**src/rtl/seg7_pkg.sv**
```systemverilog
// Shared constants and types for the seven-segment decoder: pattern table,
// segment bit positions and the FIFO entry layout.
package seg7_pkg;

   typedef enum int {
      SEG_A = 0,
      SEG_B = 1,
      SEG_C = 2,
      SEG_D = 3,
      SEG_E = 4,
      SEG_F = 5,
      SEG_G = 6
   } seg_bit_e;

   localparam int SEG_W        = int'(SEG_G) - int'(SEG_A) + 1;
   localparam int NUM_PATTERNS = 16;

   // Active-low patterns, bit6..bit0 = g..a, indexed by the nibble they encode.
   localparam logic [SEG_W-1:0] SEG_TABLE [NUM_PATTERNS] = '{
      7'h40, 7'h79, 7'h24, 7'h30, 7'h19, 7'h12, 7'h02, 7'h78,
      7'h00, 7'h10, 7'h08, 7'h03, 7'h46, 7'h21, 7'h06, 7'h0E
   };

   typedef struct packed {
      logic       err;
      logic [3:0] nibble;
   } fifo_entry_t;

endpackage

```
**src/rtl/seg7_lookup.sv**
```systemverilog
// Combinational pattern-to-nibble lookup; unknown patterns give nibble 0 with err set.
module seg7_lookup
   import seg7_pkg::*;
(
   input  logic [SEG_W-1:0] pattern_i,
   output logic [3:0]       nibble_o,
   output logic             err_o
);

   always_comb begin
      // NOTE: defaults first so every path assigns both outputs and no latch is inferred.
      nibble_o = '0;
      err_o    = 1'b1;
      for (int i = 0; i < NUM_PATTERNS; i++) begin
         if (pattern_i == SEG_TABLE[i]) begin
            nibble_o = 4'(i);
            err_o    = 1'b0;
         end
      end
   end

endmodule

```
**src/rtl/seg7_decoder.sv**
```systemverilog
// Seven-segment decoder: one registered decode stage feeding a DEPTH-entry FIFO.
// Define SEG7_ERRCNT_EN to add the saturating err_count output.
module seg7_decoder
   import seg7_pkg::*;
#(
   parameter int DEPTH = 4
) (
   input  logic             Clock,
   input  logic             Resetn,
   input  logic [SEG_W-1:0] seg_in,
   input  logic             seg_valid,
   output logic             seg_ready,
   output logic [3:0]       hex_out,
   output logic             hex_err,
   output logic             hex_valid,
   input  logic             hex_ready
`ifdef SEG7_ERRCNT_EN
   ,
   output logic [7:0]       err_count
`endif
);

   localparam int PTR_W = $clog2(DEPTH);
   localparam int CNT_W = PTR_W + 1;

   logic [3:0]       lk_nibble;
   logic             lk_err;
   logic             accept;
   logic             push;
   logic             pop;
   logic             ready_en_q;
   logic             stage_valid_q, stage_valid_d;
   fifo_entry_t      stage_entry_q, stage_entry_d;
   logic [PTR_W-1:0] wr_ptr_q, wr_ptr_d;
   logic [PTR_W-1:0] rd_ptr_q, rd_ptr_d;
   logic [CNT_W-1:0] count_q, count_d;
   logic [CNT_W-1:0] occupancy;
   fifo_entry_t      mem_q [DEPTH];
   fifo_entry_t      head;

   seg7_lookup u_lookup (
      .pattern_i (seg_in),
      .nibble_o  (lk_nibble),
      .err_o     (lk_err)
   );

   // The stage counts toward occupancy so an accepted input always has a FIFO slot.
   assign occupancy = count_q + CNT_W'(stage_valid_q);
   assign seg_ready = ready_en_q && (occupancy != CNT_W'(DEPTH));
   assign accept    = seg_valid && seg_ready;
   assign push      = stage_valid_q;
   assign hex_valid = (count_q != '0);
   assign pop       = hex_valid && hex_ready;
   assign head      = mem_q[rd_ptr_q];
   assign hex_out   = hex_valid ? head.nibble : 4'h0;
   assign hex_err   = hex_valid && head.err;

   always_comb begin
      stage_valid_d = accept;
      stage_entry_d = stage_entry_q;
      if (accept) begin
         stage_entry_d = '{err: lk_err, nibble: lk_nibble};
      end
      wr_ptr_d = wr_ptr_q + PTR_W'(push);
      rd_ptr_d = rd_ptr_q + PTR_W'(pop);
      count_d  = count_q + CNT_W'(push) - CNT_W'(pop);
   end

   always_ff @(posedge Clock or negedge Resetn) begin
      if (!Resetn) begin
         // NOTE: non-blocking assignments for all state so every flop samples pre-edge values.
         ready_en_q    <= 1'b0;
         stage_valid_q <= 1'b0;
         stage_entry_q <= '0;
         wr_ptr_q      <= '0;
         rd_ptr_q      <= '0;
         count_q       <= '0;
      end else begin
         ready_en_q    <= 1'b1;
         stage_valid_q <= stage_valid_d;
         stage_entry_q <= stage_entry_d;
         wr_ptr_q      <= wr_ptr_d;
         rd_ptr_q      <= rd_ptr_d;
         count_q       <= count_d;
      end
   end

   // NOTE: storage is not reset; outputs are gated by hex_valid so stale data never leaks.
   always_ff @(posedge Clock) begin
      if (push) begin
         mem_q[wr_ptr_q] <= stage_entry_q;
      end
   end

`ifdef SEG7_ERRCNT_EN
   logic [7:0] err_cnt_q, err_cnt_d;

   always_comb begin
      err_cnt_d = err_cnt_q;
      if (accept && lk_err && (err_cnt_q != 8'hFF)) begin
         err_cnt_d = err_cnt_q + 8'd1;
      end
   end

   always_ff @(posedge Clock or negedge Resetn) begin
      if (!Resetn) begin
         err_cnt_q <= '0;
      end else begin
         err_cnt_q <= err_cnt_d;
      end
   end

   assign err_count = err_cnt_q;
`endif

endmodule

```
**config.mk**
```make
export PLATFORM = sky130hd
export DESIGN_NAME = seg7_decoder
export DESIGN_NICKNAME = d
export VERILOG_FILES = /design/src/rtl/seg7_pkg.sv /design/src/rtl/seg7_lookup.sv /design/src/rtl/seg7_decoder.sv
export SDC_FILE = /design/constraint.sdc
export NUM_CORES = 1
export LEC_CHECK = 0
export CORE_UTILIZATION = 40
export DETAILED_ROUTE_END_ITERATION = 10
export PLACE_DENSITY = 0.56
export SYNTH_ARGS = -nofsm -noshare
export SYNTH_HDL_FRONTEND = slang
export SYNTH_HIERARCHICAL = 1
export SYNTH_SLANG_ARGS = --single-unit
```
**constraint.sdc**
```tcl
create_clock -name Clock -period 2.05 [get_ports Clock]
set_clock_uncertainty 0.15 [all_clocks]
set_input_delay 0.205 -clock Clock [delete_from_list [all_inputs] [get_ports Clock]]
set_output_delay 0.205 -clock Clock [all_outputs]
set_load 0.05 [all_outputs]
```
Yosys cells after proc, flatten, opt, wreduce, memory -nomap -nowiden
Memory sizes are Yosys's and may differ from the RTL's.
Cells that the tools add are included.
{ "word_totals": {"ram_bits": 20, "latch_bits": 0, "memories": 1, "reg_bits": 14, "output_inout_bits": 7, "rom_bits": 0, "wordCells": 68} }
{ "op_classes": {"n_mux": 34, "shift": 0, "n_div": 0, "reduce_logical": 6, "magnitude_cmp": 0, "n_eq_ne": 16, "n_bitwise": 0, "n_mul": 0, "add_sub_neg": 4} }
{ "mem_list": {"columns": ["memory", "words", "word_bits", "rd", "rd_clocked_by_memory_dff", "wr", "line", "rtl"], "rows": [
  ["mem_q", 4, 5, 1, 0, 1, "seg7_decoder.sv:38", "fifo_entry_t mem_q [DEPTH];"]
]} }
{ "ops": {"columns": ["op", "n"], "rows": [
  ["2-to-1 mux 4 bit", 9],
  ["== test 7 bit (second input constant)", 4],
  ["== test 7 x 5 -> 1 bit (second input constant)", 3],
  ["== test 7 x 6 -> 1 bit (second input constant)", 3],
  ["2-to-1 mux 1 bit", 19],
  ["== test 7 x 2 -> 1 bit (second input constant)", 2],
  ["== test 7 x 4 -> 1 bit (second input constant)", 2],
  ["2-to-1 mux 3 bit", 4],
  ["== test 7 x 3 -> 1 bit (second input constant)", 1],
  ["logical NOT 7 bit", 1],
  ["adder 2 x 1 -> 2 bit", 2],
  ["logical AND 1 bit", 4],
  ["2-to-1 mux 2 bit", 2],
  ["adder 3 x 1 -> 3 bit", 1],
  ["!= test 3 bit (second input constant)", 1],
  ["nonzero test 3 bit", 1],
  ["subtractor 3 x 1 -> 3 bit", 1]
]} }

Longest topological paths before layout
Gate-level depths: netlist (run 1).
{ "logic_depth": {"depth_word": 17, "mapped_depth": 6} }

Cells and area by module
The synthesis (run 1) kept the hierarchy.
{ "by_module_without_submodules": {"columns": ["mod", "instances", "cells_each", "seq_area_each_um2", "area_per_inst_um2"], "rows": [
  ["seg7_decoder", 1, 78, 950.9, 1391.3],
  ["seg7_lookup", 1, 59, 0.0, 441.7]
]} }

Worst setup path before layout (run 1)
No wires, ideal clock.
{ "synth_path": {"kind": "register -> output", "from": "register stage_valid_q (netlist: push)", "to": "output seg_ready", "arrival_time_ns": 1.761, "slack_ns": -0.066, "stages_incl_launch_ff": 5, "path_cell_list": "dfrtp_1 ha_1 ha_1 xor2_2 a21boi_1"} }
{ "synth_between": {"elab_chain_len": 3} }
{ "synth_lines": {"columns": ["item", "line", "rtl"], "rows": [
  ["start, declared", "seg7_decoder.sv:32", "logic stage_valid_q, stage_valid_d;"],
  ["start signal, assigned", "seg7_decoder.sv:80", "stage_valid_q <= stage_valid_d;"],
  ["adder 3 x 1 -> 3 bit", "seg7_decoder.sv:48", "assign occupancy = count_q + CNT_W'(stage_valid_q);"],
  ["!= test 3 bit", "seg7_decoder.sv:49", "assign seg_ready = ready_en_q && (occupancy != CNT_W'(DEPTH));"],
  ["logical AND 1 bit", "seg7_decoder.sv:49", null],
  ["end, declared", "seg7_decoder.sv:12", "output logic seg_ready,"]
]} }
No other way between the ends.

Worst setup path in the final report (run 1)
Ends and elaborated chain as after synthesis.

==> results of run 1 <==
## through the flow
stage               worst slack (ns)  std cells  area, µm²  TNS (ns)  hold WS (ns)
global placement             -0.0120        216       2150   -0.0120         0.359
finish                        0.0719        224       2260         0         0.186
detailed placement           -0.0164        216       2150   -0.0298         0.373
global route                 0.00952        224       2260         0         0.225
floorplan                      0.137        137       1840         0        -0.241
CTS                          -0.0236        225       2260   -0.0236         0.203
## logic make-up (layout without fill, tap and decap cells)
logic type,Yosys count,count (layout)
adders and majority gates,6,6
other,1,1
xor gates and xnor gates,7,7
AOI/OAI and AO/OA,17,17
muxes,11,11
and+or+nand+nor,46,46
buffers and inverters,15,50
DFF,34,34
## final cells by class
cell class                 instances  area, µm²  area share
tap                               52       65.1      0.0288
clock inverter                     1       5.00     0.00221
sequential                        34        952       0.421
timing repair buffer              36        308       0.136
clock buffer                       7       86.3      0.0382
multi-input combinational         88        823       0.364
inverter                           6       22.5     0.00996
## worst min path at each step
| stage | from | end | depth (start not counted) |
|---|---|---|---|
| 6_report | Resetn | wr_ptr_q[1]$_DFF_PN0_ | 1 |
| 5_1_grt | Resetn | wr_ptr_q[1]$_DFF_PN0_ | 1 |
| 3_3_place_gp | wr_ptr_q[1]$_DFF_PN0_ | wr_ptr_q[1]$_DFF_PN0_ | 1 |
| 3_5_place_dp | stage_entry_q[2]$_DFFE_PN0P_ | mem_q[0][2]$_DFFE_PP_ | 0 |
| 4_1_cts | Resetn | wr_ptr_q[0]$_DFF_PN0_ | 1 |
| 2_1_floorplan | Resetn | count_q[0]$_DFF_PN0_ | 0 |
## layer usage
metal | vias to the layer above | track usage
li1 | 579 | -
met1 | 563 | 0.160
met2 | 23 | 0.257
met3 | 2 | 0.0407
met4 | 0 | 0.0533
met5 | - | 0
## flip-flops by register name, summed over array words and instances (netlist names)
signal / flops
ready_en_q: 1
stage_entry_q: 5
push: 1
wr_ptr_q: 2
rd_ptr_q: 2
count_q: 3
mem_q: 20
## worst reg2reg max path, stage by stage (launching register included)
cell	delay (ns)
dfrtp_1	0.39
ha_1	0.20
ha_2	0.20
xor2_4	0.21
a21oi_4	0.29
mux2_4	0.33
## what timing repair did
| item | 4_1_cts | 5_1_grt |
|---|---|---|
| setup endpoints to repair | 6 | 1 |
| hold endpoints to repair | 0 | 0 |
| pin swaps | 0 | 1 |
| resized for setup | 4 | 1 |
| buffers inserted | 1 | 0 |
## layout by cell type, fill, tap and decap left out, types with 4 or more instances in the layout
master	n
inv_1	6
dfrtp_1	13
xor2_1	4
ha_1	5
nand2_1	4
buf_4	25
mux4_2	5
clkdlybuf4s50_1	10
nor2b_1	9
clkbuf_8	6
mux2_4	5
edfxtp_1	20
nor2_1	8
## power breakdown
group / internal, mW / total (mW) / leakage, nW / switching [mW]
logic: 0.463 / 1.07 / 0.501 / 0.610
registers: 0.884 / 1.02 / 0.356 / 0.137
clock network: 0.270 / 0.484 / 0.0482 / 0.214
total: 1.62 / 2.58 / 0.905 / 0.961
==> impl_metrics.toml, run 1 <==
[outcome]
outcome = "finished, final reports clean"

[setup_path]
rr_worst_depth = 5
cp_num_buf_inv = 1
worstPathRequired_ns = 1.69
critPathLaunch = "push$_DFF_PN0_"
crit_slowest_cell = "dfrtp_1"
r2r_setup_slack_ns = 0.16
worst_path_largest_cell_delay_ns = 0.39
cp.arrival_ns = 1.62
crit_end = "seg_ready"
r2r-end = "stage_entry_q[2]$_DFFE_PN0P_"
crit_type = "reg -> out"
crit_path_max_fanout = 3
critical_path.top_delay_family = "adder cells"
start_kind = "flip-flop"
cp.depth = 5
cp-end-kind = "output pin"
path_cells = "ha_1, ha_2, xor2_4, a21boi_4, buf_12"
regToRegStartpoint = "push$_DFF_PN0_"

[placed_design]
dp_hpwl_mm = 2.46
place.gp.congestion = 0.788
portBuffers = 17

[clock_tree]
clkLatencyLatePin_ns = 0.27
h-tree-depth = 2
ctsHoldBuffers = 0
cts_tree = "built"
clock_sinks = 34
cts_buffer_depth = 2
cts_made_buffers = 5
cts_root_buffer = "clkbuf_8"
clkSlewWorstSetupHoldPaths_ns = 0.07

[grt]
grt_max_degree = 15
antenna_found_initial = 0
grt_pass1_vias = 1154
track_usage = 0.143
overflow = 0
grt_pass1_wl_mm = 5.37

[synth]
synthAdderAreaFrac = 0.0410
syn_area_um2 = 1830
synth_xor_xnor_area_share = 0.0375
synth-seq-cells = 34
avgSynthCellArea_um2 = 13.4
synthMuxAreaShare = 0.115
synth.most_common_cell = "edfxtp_1"
yosysSeqAreaShare = 0.519
yosys.area.top_type_share = 0.328
yosys.area_share.simple = 0.162
synth_ff_type = "edfxtp_1"
netlist_top_cells_area = "edfxtp_1, dfrtp_1, mux4_2"
synth_top_area_cell = "edfxtp_1"
synth_top_family_by_area = "simple AND/OR/NAND/NOR gates"
synth_commonest_cells = "edfxtp_1, dfrtp_1, nor2_1, nor2b_1"
synth_fp_nets = 154
synth_edf_count = 20
async_flop_share = 0.412
synth_cell_types = 47
syn_inst = 137
synth_compound_area_frac = 0.0771
synth_warnings = 6

[power]
power.density_nw_per_um2 = 1140
ir_drop_mv = 0.527
p_leak_nw = 0.905
p_total_mw = 2.58

[die]
io_pins = 18
die_y_um = 69.7
rows = 24
initial_utilization = 0.418
die_x_um = 69.7
dieArea_um2 = 4860
core_area_um2 = 4380

[route]
top_layer_used = "met4"
drt_iter0_drc = 65
wl_mm = 3.16
vias = 1167
ant_nets = 0
detailedRoute.firstPassIterationCount = 4
viasPerCell = 5.21
met1_length_mm = 1.34
wire_per_inst_um = 14.1
drc = 0
wl_met2_mm = 1.68
wl_met3_um = 103

[flow_run]
maxCapViolCount = 0

[final_layout]
n_antenna_cell = 0
nets = 188
postLayoutCoreUtil = 0.516
area_growth_pct = 23.4
fillers = 409
layout-drive-gt1-share = 0.314

[timing]
slew_violations = 0
hold_viol = 0
tightest_slew_ns = 0.664
period_needed_ns = 1.98
setup_viol = 0
rsz0062_at_grt = "false"
fmax_mhz = 506
fin_crit_sh = 0.965
relSlewSlack = 0.556

[hold_path]
min_path_type = "in -> async"
(Power assumes the default switching activity.)
==> run 2: changes to the inputs <==
Settings changed: CTS_CLUSTER_DIAMETER from default to 50.
==> results of run 2 <==
No change in the layout: final DEF, timing and power equal those of run 1.
==> run 3: changes to the inputs <==
Settings changed: CORE_MARGIN from default to 2, CTS_CLUSTER_DIAMETER 50 to 40.
Clock period 2.05 ns to 2.45 ns, I/O delays scaled along.
==> impl_metrics.toml, run 3 (synthesis results as in run 1) <==
[clock_tree]
cts_buffer_depth = 2
clkSlewWorstSetupHoldPaths_ns = 0.08
cts_resized = 0
cts_made_buffers = 5
clkLatencyLatePin_ns = 0.29
cts_root_buffer = "clkbuf_8"
postCtsSetupBuffers = 0
clock_sinks = 34
cts_tree = "built"
ctsHoldBuffers = 0
h-tree-depth = 2

[final_layout]
n_antenna_cell = 0
regMostFlops = "mem_q"
final_common_cell = "edfxtp_1"
area_growth_pct = 19.6
fillers = 383
nets = 176
ff_latch_area_um2 = 951
layout_common_cells = "edfxtp_1, dfrtp_1, buf_4"
layout-drive-gt1-share = 0.238
reg_top3 = "mem_q x20, stage_entry_q x5, count_q x3"
multi_input_area_um2 = 796
largest_register_ffs = 20

[placed_design]
place.gp.congestion = 0.887
place_worst_setup_slack_ns = 0.198
dp_hpwl_mm = 2.25
portBuffers = 17

[grt]
grt_max_degree = 15
overflow = 0
grt_pass1_wl_mm = 5.02
grt_pass1_vias = 992
track_usage = 0.131
antenna_found_initial = 0

[route]
detailedRoute.firstPassIterationCount = 4
wire_per_inst_um = 14.3
viasPerCell = 5.23
drt_iter0_drc = 53
ant_nets = 0
wl_mm = 3.04
vias = 1108
drc = 0

[timing]
worst_slack_ns = 0.264
tightest_slew_ns = 0.626
slew_violations = 0
period_needed_ns = 2.19
relSlewSlack = 0.582
setup_viol = 0
rsz0062_at_grt = "false"
tns_ns = 0
fmax_mhz = 457
fin_crit_sh = 0.892
hold_viol = 0

[setup_path]
rr_worst_depth = 5
crit_path_max_fanout = 6
cp-end-kind = "output pin"
worstPathRequired_ns = 2.06
cp.arrival_ns = 1.79
crit_type = "reg -> out"
start_kind = "flip-flop"

[die]
die_y_um = 71.7
io_pins = 18
initial_utilization = 0.418
core_area_um2 = 4380
rows = 24
die_x_um = 71.7
dieArea_um2 = 5140

[hold_path]
min_path_type = "in -> async"

[power]
p_leak_nw = 0.862
p_sw_frac = 0.350
power_frac_seq = 0.369
ir_drop_mv = 0.362
p_int_mw = 1.50
clockPowerShare = 0.266
comb_power_share = 0.364
p_switching_uw = 807
power.density_nw_per_um2 = 1050

[outcome]
outcome = "finished, final reports clean"

[flow_run]
maxCapViolCount = 0
## run 3: final cells by class
| cell class | instances | area share |
|---|---|---|
| Clock buffer | 5 | 0.0314 |
| Clock inverter | 3 | 0.0314 |
| Inverter | 6 | 0.0103 |
| Multi-Input combinational cell | 88 | 0.363 |
| Sequential cell | 34 | 0.434 |
| Tap cell | 52 | 0.0297 |
| Timing Repair Buffer | 24 | 0.100 |
## run 3: final timing paths
path / from / to / slack [ns]
worst min register to register: stage_entry_q[1]$_DFFE_PN0P_ / mem_q[1][1]$_DFFE_PP_ / 0.38
min in group Clock: stage_entry_q[1]$_DFFE_PN0P_ / mem_q[1][1]$_DFFE_PP_ / 0.38
max in group asynchronous: Resetn / stage_entry_q[1]$_DFFE_PN0P_ / 1.54
worst max-delay path: push$_DFF_PN0_ / seg_ready / 0.26
worst max register to register: push$_DFF_PN0_ / stage_entry_q[4]$_DFFE_PN0P_ / 0.49
worst min-delay path: Resetn / rd_ptr_q[0]$_DFF_PN0_ / 0.19
## run 3: critical path: stages, from the launching register on
cell and delay (ns):
dfrtp_1 0.43, ha_1 0.22, ha_1 0.21, xor2_2 0.21, a21boi_1 0.26, buf_12 0.18
## run 3: power by group through the flow
stage / sequential, mW / combinational [mW] / clock [mW]
floorplan: 0.801 / 0.673 / 0
global placement: 0.860 / 0.842 / 0
detailed placement: 0.869 / 0.851 / 0
CTS: 0.857 / 0.854 / 0.626
global route: 0.872 / 0.895 / 0.656
finish: 0.852 / 0.840 / 0.614
## run 3: per-layer routing
| layer | wire length [µm] | global-route usage | part of all wire |
|---|---|---|---|
| met1 | 1420 | 0.172 | 0.47 |
| met5 | 0 | 0 | 0 |
| met2 | 1430 | 0.194 | 0.47 |
| met4 | 63 | 0.0629 | 0.021 |
| met3 | 125 | 0.0436 | 0.041 |
## run 3: metrics by stage
| stage | instance area [µm²] | cells | hold slack (ns) | total power, mW | utilization |
|---|---|---|---|---|---|
| floorplan | 1830 | 137 | -0.201 | 1.47 | - |
| finish | 2190 | 212 | 0.190 | 2.31 | 0.500 |
| global placement | 2050 | 204 | 0.347 | 1.70 | 0.469 |
| global route | 2190 | 212 | 0.255 | 2.42 | 0.500 |
| detailed placement | 2050 | 204 | 0.367 | 1.72 | 0.469 |
| CTS | 2190 | 212 | 0.232 | 2.34 | 0.500 |
